### src/rtl/dram_pkg.sv
`default_nettype none
// dram_pkg: shared owner/state encodings and constants for the DRAM port arbiter.
// Rev 1.0
package dram_pkg;

  localparam int BURST_LEN   = 32;
  localparam int DRAM_ADDR_W = 25;

  typedef enum logic [1:0] {
    OWN_VGA = 2'd0,
    OWN_CPU = 2'd1,
    OWN_AUX = 2'd2
  } owner_e;

  typedef enum logic [2:0] {
    IDLE  = 3'd0,
    ISSUE = 3'd1,
    MASK  = 3'd2,
    WAIT  = 3'd3,
    DONE  = 3'd4
  } state_e;

endpackage
`default_nettype wire

### src/rtl/rr_pick2.sv
`default_nettype none
// rr_pick2: combinational two-way round-robin picker; a registered flag remembers the last winner.
// Rev 1.0
module rr_pick2 (
  input  logic clk,
  input  logic rst,
  input  logic req_a,
  input  logic req_b,
  input  logic update,
  output logic gnt_a,
  output logic gnt_b
);

  logic last_b_q;
  logic last_b_d;

  always_comb begin
    gnt_b    = req_b && (!last_b_q || !req_a);
    gnt_a    = req_a && !gnt_b;
    last_b_d = last_b_q;
    if (update && (gnt_a || gnt_b)) begin
      last_b_d = gnt_b;
    end
  end

  // Reset value 0 means side A (CPU) was last served, so B wins the first tie.
  always_ff @(posedge clk) begin
    if (!rst) begin
      last_b_q <= 1'b0;
    end else begin
      last_b_q <= last_b_d;
    end
  end

endmodule
`default_nettype wire

### src/rtl/dram_arbiter.sv
`default_nettype none
// dram_arbiter: shares one SDRAM controller port among VGA burst, CPU and AUX requesters.
// Rev 1.0
module dram_arbiter
  import dram_pkg::*;
#(
  parameter int ADDR_W  = DRAM_ADDR_W,
  parameter int DATA_W  = 16,
  parameter int TIMEOUT = 63
) (
  input  logic              clk,
  input  logic              rst,
  input  logic              vga_req,
  input  logic [ADDR_W-1:0] vga_addr,
  output logic              vga_done,
  input  logic              cpu_req,
  input  logic [ADDR_W-1:0] cpu_addr,
  input  logic              cpu_we,
  input  logic [DATA_W-1:0] cpu_wdata,
  output logic [DATA_W-1:0] cpu_rdata,
  output logic              cpu_done,
  input  logic              aux_req,
  input  logic [ADDR_W-1:0] aux_addr,
  input  logic              aux_we,
  input  logic [DATA_W-1:0] aux_wdata,
  output logic [DATA_W-1:0] aux_rdata,
  output logic              aux_done,
  output logic              err,
  output logic              dram_start,
  output logic [ADDR_W-1:0] dram_addr,
  output logic              dram_write_en,
  output logic              dram_burst_en,
  output logic [DATA_W-1:0] dram_data_in,
  input  logic [DATA_W-1:0] dram_read_data,
  input  logic              dram_data_ready
);

  localparam logic [5:0] TIMEOUT_C = 6'(TIMEOUT);

  state_e              state_q, state_d;
  owner_e              owner_q, owner_d;
  logic [5:0]          cnt_q, cnt_d;
  logic                start_q, start_d;
  logic [ADDR_W-1:0]   addr_q, addr_d;
  logic                we_q, we_d;
  logic                burst_q, burst_d;
  logic [DATA_W-1:0]   wdata_q, wdata_d;
  logic [DATA_W-1:0]   cpu_rdata_q, cpu_rdata_d;
  logic [DATA_W-1:0]   aux_rdata_q, aux_rdata_d;
  logic                cpu_done_q, cpu_done_d;
  logic                aux_done_q, aux_done_d;
  logic                vga_done_q, vga_done_d;
  logic                err_q, err_d;

  logic                gnt_cpu;
  logic                gnt_aux;
  logic                rr_update;

  // VGA grants must not disturb the CPU/AUX alternation.
  assign rr_update = (state_q == IDLE) && !vga_req;

  rr_pick2 u_rr (
    .clk    (clk),
    .rst    (rst),
    .req_a  (cpu_req),
    .req_b  (aux_req),
    .update (rr_update),
    .gnt_a  (gnt_cpu),
    .gnt_b  (gnt_aux)
  );

  always_comb begin
    state_d     = state_q;
    owner_d     = owner_q;
    cnt_d       = cnt_q;
    start_d     = 1'b0;
    addr_d      = addr_q;
    we_d        = we_q;
    burst_d     = burst_q;
    wdata_d     = wdata_q;
    cpu_rdata_d = cpu_rdata_q;
    aux_rdata_d = aux_rdata_q;
    cpu_done_d  = 1'b0;
    aux_done_d  = 1'b0;
    vga_done_d  = 1'b0;
    err_d       = 1'b0;

    case (state_q)
      // Controller-facing outputs are loaded here so they are stable throughout ISSUE.
      IDLE: begin
        if (vga_req) begin
          owner_d = OWN_VGA;
          state_d = ISSUE;
          start_d = 1'b1;
          addr_d  = vga_addr;
          we_d    = 1'b0;
          burst_d = 1'b1;
          wdata_d = '0;
        end else if (gnt_cpu) begin
          owner_d = OWN_CPU;
          state_d = ISSUE;
          start_d = 1'b1;
          addr_d  = cpu_addr;
          we_d    = cpu_we;
          burst_d = 1'b0;
          wdata_d = cpu_wdata;
        end else if (gnt_aux) begin
          owner_d = OWN_AUX;
          state_d = ISSUE;
          start_d = 1'b1;
          addr_d  = aux_addr;
          we_d    = aux_we;
          burst_d = 1'b0;
          wdata_d = aux_wdata;
        end
      end
      ISSUE: begin
        cnt_d   = '0;
        state_d = MASK;
      end
      MASK: begin
        cnt_d   = cnt_q + 6'd1;
        state_d = WAIT;
      end
      WAIT: begin
        // Read data is captured while ready is high so rdata is valid alongside done.
        if (dram_data_ready) begin
          state_d = DONE;
          case (owner_q)
            OWN_VGA: vga_done_d = 1'b1;
            OWN_CPU: begin
              cpu_done_d = 1'b1;
              if (!we_q) cpu_rdata_d = dram_read_data;
            end
            OWN_AUX: begin
              aux_done_d = 1'b1;
              if (!we_q) aux_rdata_d = dram_read_data;
            end
            default: ;
          endcase
        end else if (cnt_q == TIMEOUT_C) begin
          err_d   = 1'b1;
          state_d = IDLE;
        end else begin
          cnt_d = cnt_q + 6'd1;
        end
      end
      DONE: begin
        state_d = IDLE;
      end
      default: begin
        state_d = IDLE;
      end
    endcase
  end

  always_ff @(posedge clk) begin
    if (!rst) begin
      state_q     <= IDLE;
      owner_q     <= OWN_CPU;
      cnt_q       <= '0;
      start_q     <= 1'b0;
      addr_q      <= '0;
      we_q        <= 1'b0;
      burst_q     <= 1'b0;
      wdata_q     <= '0;
      cpu_rdata_q <= '0;
      aux_rdata_q <= '0;
      cpu_done_q  <= 1'b0;
      aux_done_q  <= 1'b0;
      vga_done_q  <= 1'b0;
      err_q       <= 1'b0;
    end else begin
      state_q     <= state_d;
      owner_q     <= owner_d;
      cnt_q       <= cnt_d;
      start_q     <= start_d;
      addr_q      <= addr_d;
      we_q        <= we_d;
      burst_q     <= burst_d;
      wdata_q     <= wdata_d;
      cpu_rdata_q <= cpu_rdata_d;
      aux_rdata_q <= aux_rdata_d;
      cpu_done_q  <= cpu_done_d;
      aux_done_q  <= aux_done_d;
      vga_done_q  <= vga_done_d;
      err_q       <= err_d;
    end
  end

  assign dram_start    = start_q;
  assign dram_addr     = addr_q;
  assign dram_write_en = we_q;
  assign dram_burst_en = burst_q;
  assign dram_data_in  = wdata_q;
  assign cpu_rdata     = cpu_rdata_q;
  assign aux_rdata     = aux_rdata_q;
  assign cpu_done      = cpu_done_q;
  assign aux_done      = aux_done_q;
  assign vga_done      = vga_done_q;
  assign err           = err_q;

endmodule
`default_nettype wire

### config.mk
export PLATFORM = sky130hd
export DESIGN_NAME = dram_arbiter
export DESIGN_NICKNAME = d
export VERILOG_FILES = /design/src/rtl/dram_pkg.sv /design/src/rtl/rr_pick2.sv /design/src/rtl/dram_arbiter.sv
export SDC_FILE = /design/constraint.sdc
export NUM_CORES = 1
export LEC_CHECK = 0
export CAP_MARGIN = 15
export CORE_ASPECT_RATIO = 0.7
export CORE_MARGIN = 2
export CORE_UTILIZATION = 38
export CTS_CLUSTER_SIZE = 25
export DETAILED_ROUTE_END_ITERATION = 16
export GPL_ROUTABILITY_DRIVEN = 1
export HOLD_SLACK_MARGIN = 0.08
export PLACE_DENSITY = 0.77
export SKIP_LAST_GASP = 1
export SLEW_MARGIN = 0
export SYNTH_ARGS = -nofsm -noshare
export SYNTH_HDL_FRONTEND = slang
export SYNTH_SLANG_ARGS = --single-unit
### constraint.sdc
create_clock -name clk -period 1.6 [get_ports clk]
set_clock_uncertainty 0.1 [all_clocks]
set_input_delay 0.24 -clock clk [delete_from_list [all_inputs] [get_ports clk]]
set_output_delay 0.24 -clock clk [all_outputs]
set_load 0.02 [all_outputs]
==> insert_results.sql <==
INSERT INTO impl_metrics (metric_group, metric, value, unit) VALUES
('critical_path', 'critical_path_data_arrival_time', '1.77', 'ns'),
('finish', 'fin_area', '0.007361', 'sq mm'),
('grt', 'grt_start_max_net_pins', '37', ''),
('timing', 'grt_setup_unrepaired', 'yes', ''),
('status', 'run_status', 'finished, final reports clean', ''),
('clock_network', 'htreeDepth', '3', ''),
('synthesis', 'synthArstFlopShare', '0', '%'),
('finish', 'num_antenna_cells', '0', ''),
('die', 'core', '0.01225', 'sq mm'),
('routing', 'drtAntennaViolNets', '0', ''),
('timing', 'hold_violations', '0', ''),
('timing', 'min_period_over_period', '98.37', '%'),
('grt', 'grt_first_pass_wirelength', '23920', 'um'),
('synthesis', 'post_synth_num_cell_types', '55', ''),
('clock_network', 'clock_tree_from_tritoncts', 'yes', ''),
('synthesis', 'synth-seq-cells', '92', ''),
('critical_path', 'cp_max_fo', '15', ''),
('min_path', 'min_path_type', 'in -> reg', ''),
('synthesis', 'yosys.area.top_type', 'sky130_fd_sc_hd__dfxtp_1', ''),
('routing', 'detailedRoute.firstIterationViolations', '184', ''),
('critical_path', 'crit_type', 'in -> reg', ''),
('grt', 'track_usage', '22.41', '%'),
('timing', 'final-max-slew-violation-count', '0', ''),
('die', 'row_count', '34', ''),
('grt', 'number_of_global_route_vias_before_repair', '4807', ''),
('synthesis', 'syn_avg_cell_area', '9.534', 'sq um'),
('synthesis', 'synthFlopType', 'sky130_fd_sc_hd__dfxtp_1', ''),
('grt', 'grt_overflow', '0', ''),
('critical_path', 'worst_setup_path_startpoint', 'vga_req', ''),
('clock_network', 'cts_hold_buffers', '0', ''),
('critical_path', 'launching_point_of_the_worst_reg2reg_path', 'state_q[2]', ''),
('synthesis', 'synthesis.area', '0.004720', 'sq mm'),
('synthesis', 'synth_enable_flop_cells', '0', ''),
('synthesis', 'synthTopCellsByArea', 'sky130_fd_sc_hd__dfxtp_1, sky130_fd_sc_hd__a21oi_2, sky130_fd_sc_hd__nand3b_1, sky130_fd_sc_hd__mux2i_1, sky130_fd_sc_hd__o21a_1', ''),
('critical_path', 'cp_data_required_time', '1.79', 'ns'),
('synthesis', 'synth.top_cell.area_share', '39.02', '%'),
('routing', 'detailroute.via_count', '4672', ''),
('timing', 'timing.max_slew.rel_slack', '71.19', '%'),
('die', 'die_w', '137.2', 'um'),
('placed_design', 'gpl.final_weighted_congestion', '0.9187', ''),
('placed_design', 'placed_cell_count', '860', ''),
('finish', 'final_util', '60.08', '%'),
('power', 'power.leakage', '3.250', 'nW'),
('min_path', 'min-delay-start', 'rst', ''),
('clock_network', 'clk_latency', '0.34', 'ns'),
('finish', 'drive_gt1_share', '17.43', '%'),
('clock_network', 'cts.path.max_buffers', '2', ''),
('clock_network', 'path_clk_slew', '0.07', 'ns'),
('power', 'total_power', '6.331', 'mW'),
('power', 'powerDensity', '860.1', 'mW/mm^2'),
('finish', 'fin_nets', '844', ''),
('synthesis', 'total_number_of_yosys_warnings', '0', ''),
('timing', 'fin_tns_setup', '0', 'ns'),
('synthesis', 'synth_seq_area_share', '39.02', '%'),
('die', 'die_ar', '0.01334', 'sq mm'),
('critical_path', 'start_kind', 'input port', ''),
('die', 'initial_utilization', '38.52', '%'),
('clock_network', 'cts_sinks', '92', ''),
('critical_path', 'critical_path.endpoint_type', 'flip-flop', ''),
('timing', 'report.final.setup_viol', '0', ''),
('die', 'ios', '211', ''),
('clock_network', 'tritoncts.num_buffers', '9', ''),
('grt', 'antenna_found_initial', '0', ''),
('timing', 'final_critical_path_required_period', '1.574', 'ns'),
('synthesis', 'synth_nets', '627', ''),
('routing', 'detailed_routing_iterations_pass_1', '5', ''),
('routing', 'post-route-drc-count', '0', ''),
('flow_run', 'max_cap_violations', '0', ''),
('timing', 'max_freq', '635.4', 'MHz'),
('clock_network', 'clockRootBuffer', 'sky130_fd_sc_hd__clkbuf_16', ''),
('finish', 'fill_cells', '1056', ''),
('routing', 'drt-total-wl', '15200', 'um'),
('finish', 'final-instance-count-excl-fill', '879', ''),
('power', 'power.ir.vdd_worst', '0.0005487', 'V'),
('placed_design', 'numPortBuffers', '210', ''),
('finish', 'flow.area_growth_from_synthesis', '55.97', '%'),
('routing', 'wire_per_inst', '17.29', 'um'),
('placed_design', 'hpwlAfterDp', '10980', 'um'),
('placed_design', 'post_dp_cell_area', '0.007077', 'sq mm'),
('die', 'die_h', '97.24', 'um'),
('synthesis', 'synthCells', '495', ''),
('timing', 'worst_pin_slew', '0.4321', 'ns'),
('routing', 'viasPerCell', '5.315', '');
## cell families after synthesis
family,Yosys count,synth area share [%]
adder cells (fa/ha/maj),1,0.2651
multiplexers,32,6.787
buffers and inverters,51,8.086
AO/OA/AOI/OAI,179,28.31
AND/OR/NAND/NOR,140,17.52
flip-flops,92,39.02
## where the power goes
| group | switching [mW] | internal (mW) | leakage [nW] |
|---|---|---|---|
| clock | 0.911 | 1.46 | 0.166 |
| combinational | 0.704 | 0.783 | 2.33 |
| sequential | 0.0696 | 2.40 | 0.750 |
| total | 1.68 | 4.65 | 3.25 |
## registers in the layout, summed over array words and instances, names as in the netlist
register	flops
aux_done	1
aux_rdata	16
cnt_q	6
cpu_done	1
cpu_rdata	16
dram_addr	25
dram_burst_en	1
dram_data_in	16
dram_start	1
dram_write_en	1
err	1
owner_q	2
state_q	3
u_rr.last_b_q	1
vga_done	1
## cells in the final DEF, fill, tap and decap left out, types with 4 or more instances in the layout
cell type / Yosys / final
sky130_fd_sc_hd__nor3_1: 4 / 4
sky130_fd_sc_hd__a21oi_2: 40 / 40
sky130_fd_sc_hd__buf_12: 0 / 10
sky130_fd_sc_hd__a22o_1: 21 / 21
sky130_fd_sc_hd__mux2i_1: 32 / 32
sky130_fd_sc_hd__clkdlybuf4s50_1: 0 / 128
sky130_fd_sc_hd__a21oi_1: 6 / 6
sky130_fd_sc_hd__dlygate4sd2_1: 0 / 80
sky130_fd_sc_hd__nand3_1: 4 / 4
sky130_fd_sc_hd__and2_1: 13 / 13
sky130_fd_sc_hd__nand2_1: 12 / 12
sky130_fd_sc_hd__nor2_1: 43 / 43
sky130_fd_sc_hd__inv_1: 4 / 4
sky130_fd_sc_hd__nand3b_1: 43 / 43
sky130_fd_sc_hd__dfxtp_1: 92 / 88
sky130_fd_sc_hd__and2_2: 4 / 4
sky130_fd_sc_hd__o21ai_0: 47 / 47
sky130_fd_sc_hd__o21a_1: 41 / 41
sky130_fd_sc_hd__clkbuf_16: 0 / 9
sky130_fd_sc_hd__buf_4: 5 / 28
sky130_fd_sc_hd__dfxtp_2: 0 / 4
## per-layer routing
| metal | routed length [um] | up-vias | global-route usage [%] |
|---|---|---|---|
| met5 | 0 | - | 0 |
| met1 | 6605 | 2236 | 28.46 |
| li1 | - | 2225 | - |
| met2 | 7157 | 182 | 37.08 |
| met4 | 294 | 0 | 8.168 |
| met3 | 1141 | 29 | 5.008 |
## cell usage after synthesis, types with 4 or more instances
cell type,number
sky130_fd_sc_hd__and2_2,4
sky130_fd_sc_hd__clkbuf_1,15
sky130_fd_sc_hd__a21oi_2,40
sky130_fd_sc_hd__nor3_1,4
sky130_fd_sc_hd__mux2i_1,32
sky130_fd_sc_hd__a22o_1,21
sky130_fd_sc_hd__dfxtp_1,92
sky130_fd_sc_hd__a21oi_1,6
sky130_fd_sc_hd__nor2_1,43
sky130_fd_sc_hd__o21a_1,41
sky130_fd_sc_hd__nand3_1,4
sky130_fd_sc_hd__buf_6,14
sky130_fd_sc_hd__buf_2,4
sky130_fd_sc_hd__nand2_1,12
sky130_fd_sc_hd__inv_1,4
sky130_fd_sc_hd__buf_4,5
sky130_fd_sc_hd__and2_1,13
sky130_fd_sc_hd__o21ai_0,47
sky130_fd_sc_hd__nand3b_1,43
## final cells by class
cell class / count / area (sq um) / share of cell area, %
multi-input combinational: 352 / 2516 / 34.18
sequential: 92 / 1847 / 25.09
clock inverter: 5 / 82.58 / 1.122
inverter: 5 / 18.77 / 0.2550
clock buffer: 11 / 252.7 / 3.434
timing repair buffer: 252 / 2441 / 33.16
tap: 162 / 202.7 / 2.754
## metrics by stage
stage          hold WS [ns]  setup slack (ns)
5_1_grt              0.2318          -0.03285
3_5_place_dp         0.3853           -0.3172
4_1_cts              0.2015          0.001849
6_report             0.2175           0.02615
3_3_place_gp         0.3629           -0.2877
2_1_floorplan        0.2174           0.07297
## worst max-delay path, stage by stage
cell and delay (ns):
sky130_fd_sc_hd__clkdlybuf4s50_1 0.52, sky130_fd_sc_hd__nor4_4 0.39, sky130_fd_sc_hd__o21ai_4 0.17, sky130_fd_sc_hd__buf_12 0.19, sky130_fd_sc_hd__a21oi_2 0.13, sky130_fd_sc_hd__o21a_1 0.12
## path summary, 6_finish.rpt
check	cells past startpoint	slack [ns]	end
min reg2reg	2	0.39	dram_addr[24]
max	6	0.03	dram_data_in[8]
max reg2reg	5	0.03	cnt_q[3]
min	3	0.22	state_q[0]
## timing repair
action	CTS	global route
pin swaps	2	1
hold endpoints to repair	0	0
gates resized for setup	84	5
endpoints found under the setup margin	88	41
setup buffers	1	1
gates cloned	0	1
(Power assumes the default switching activity.)
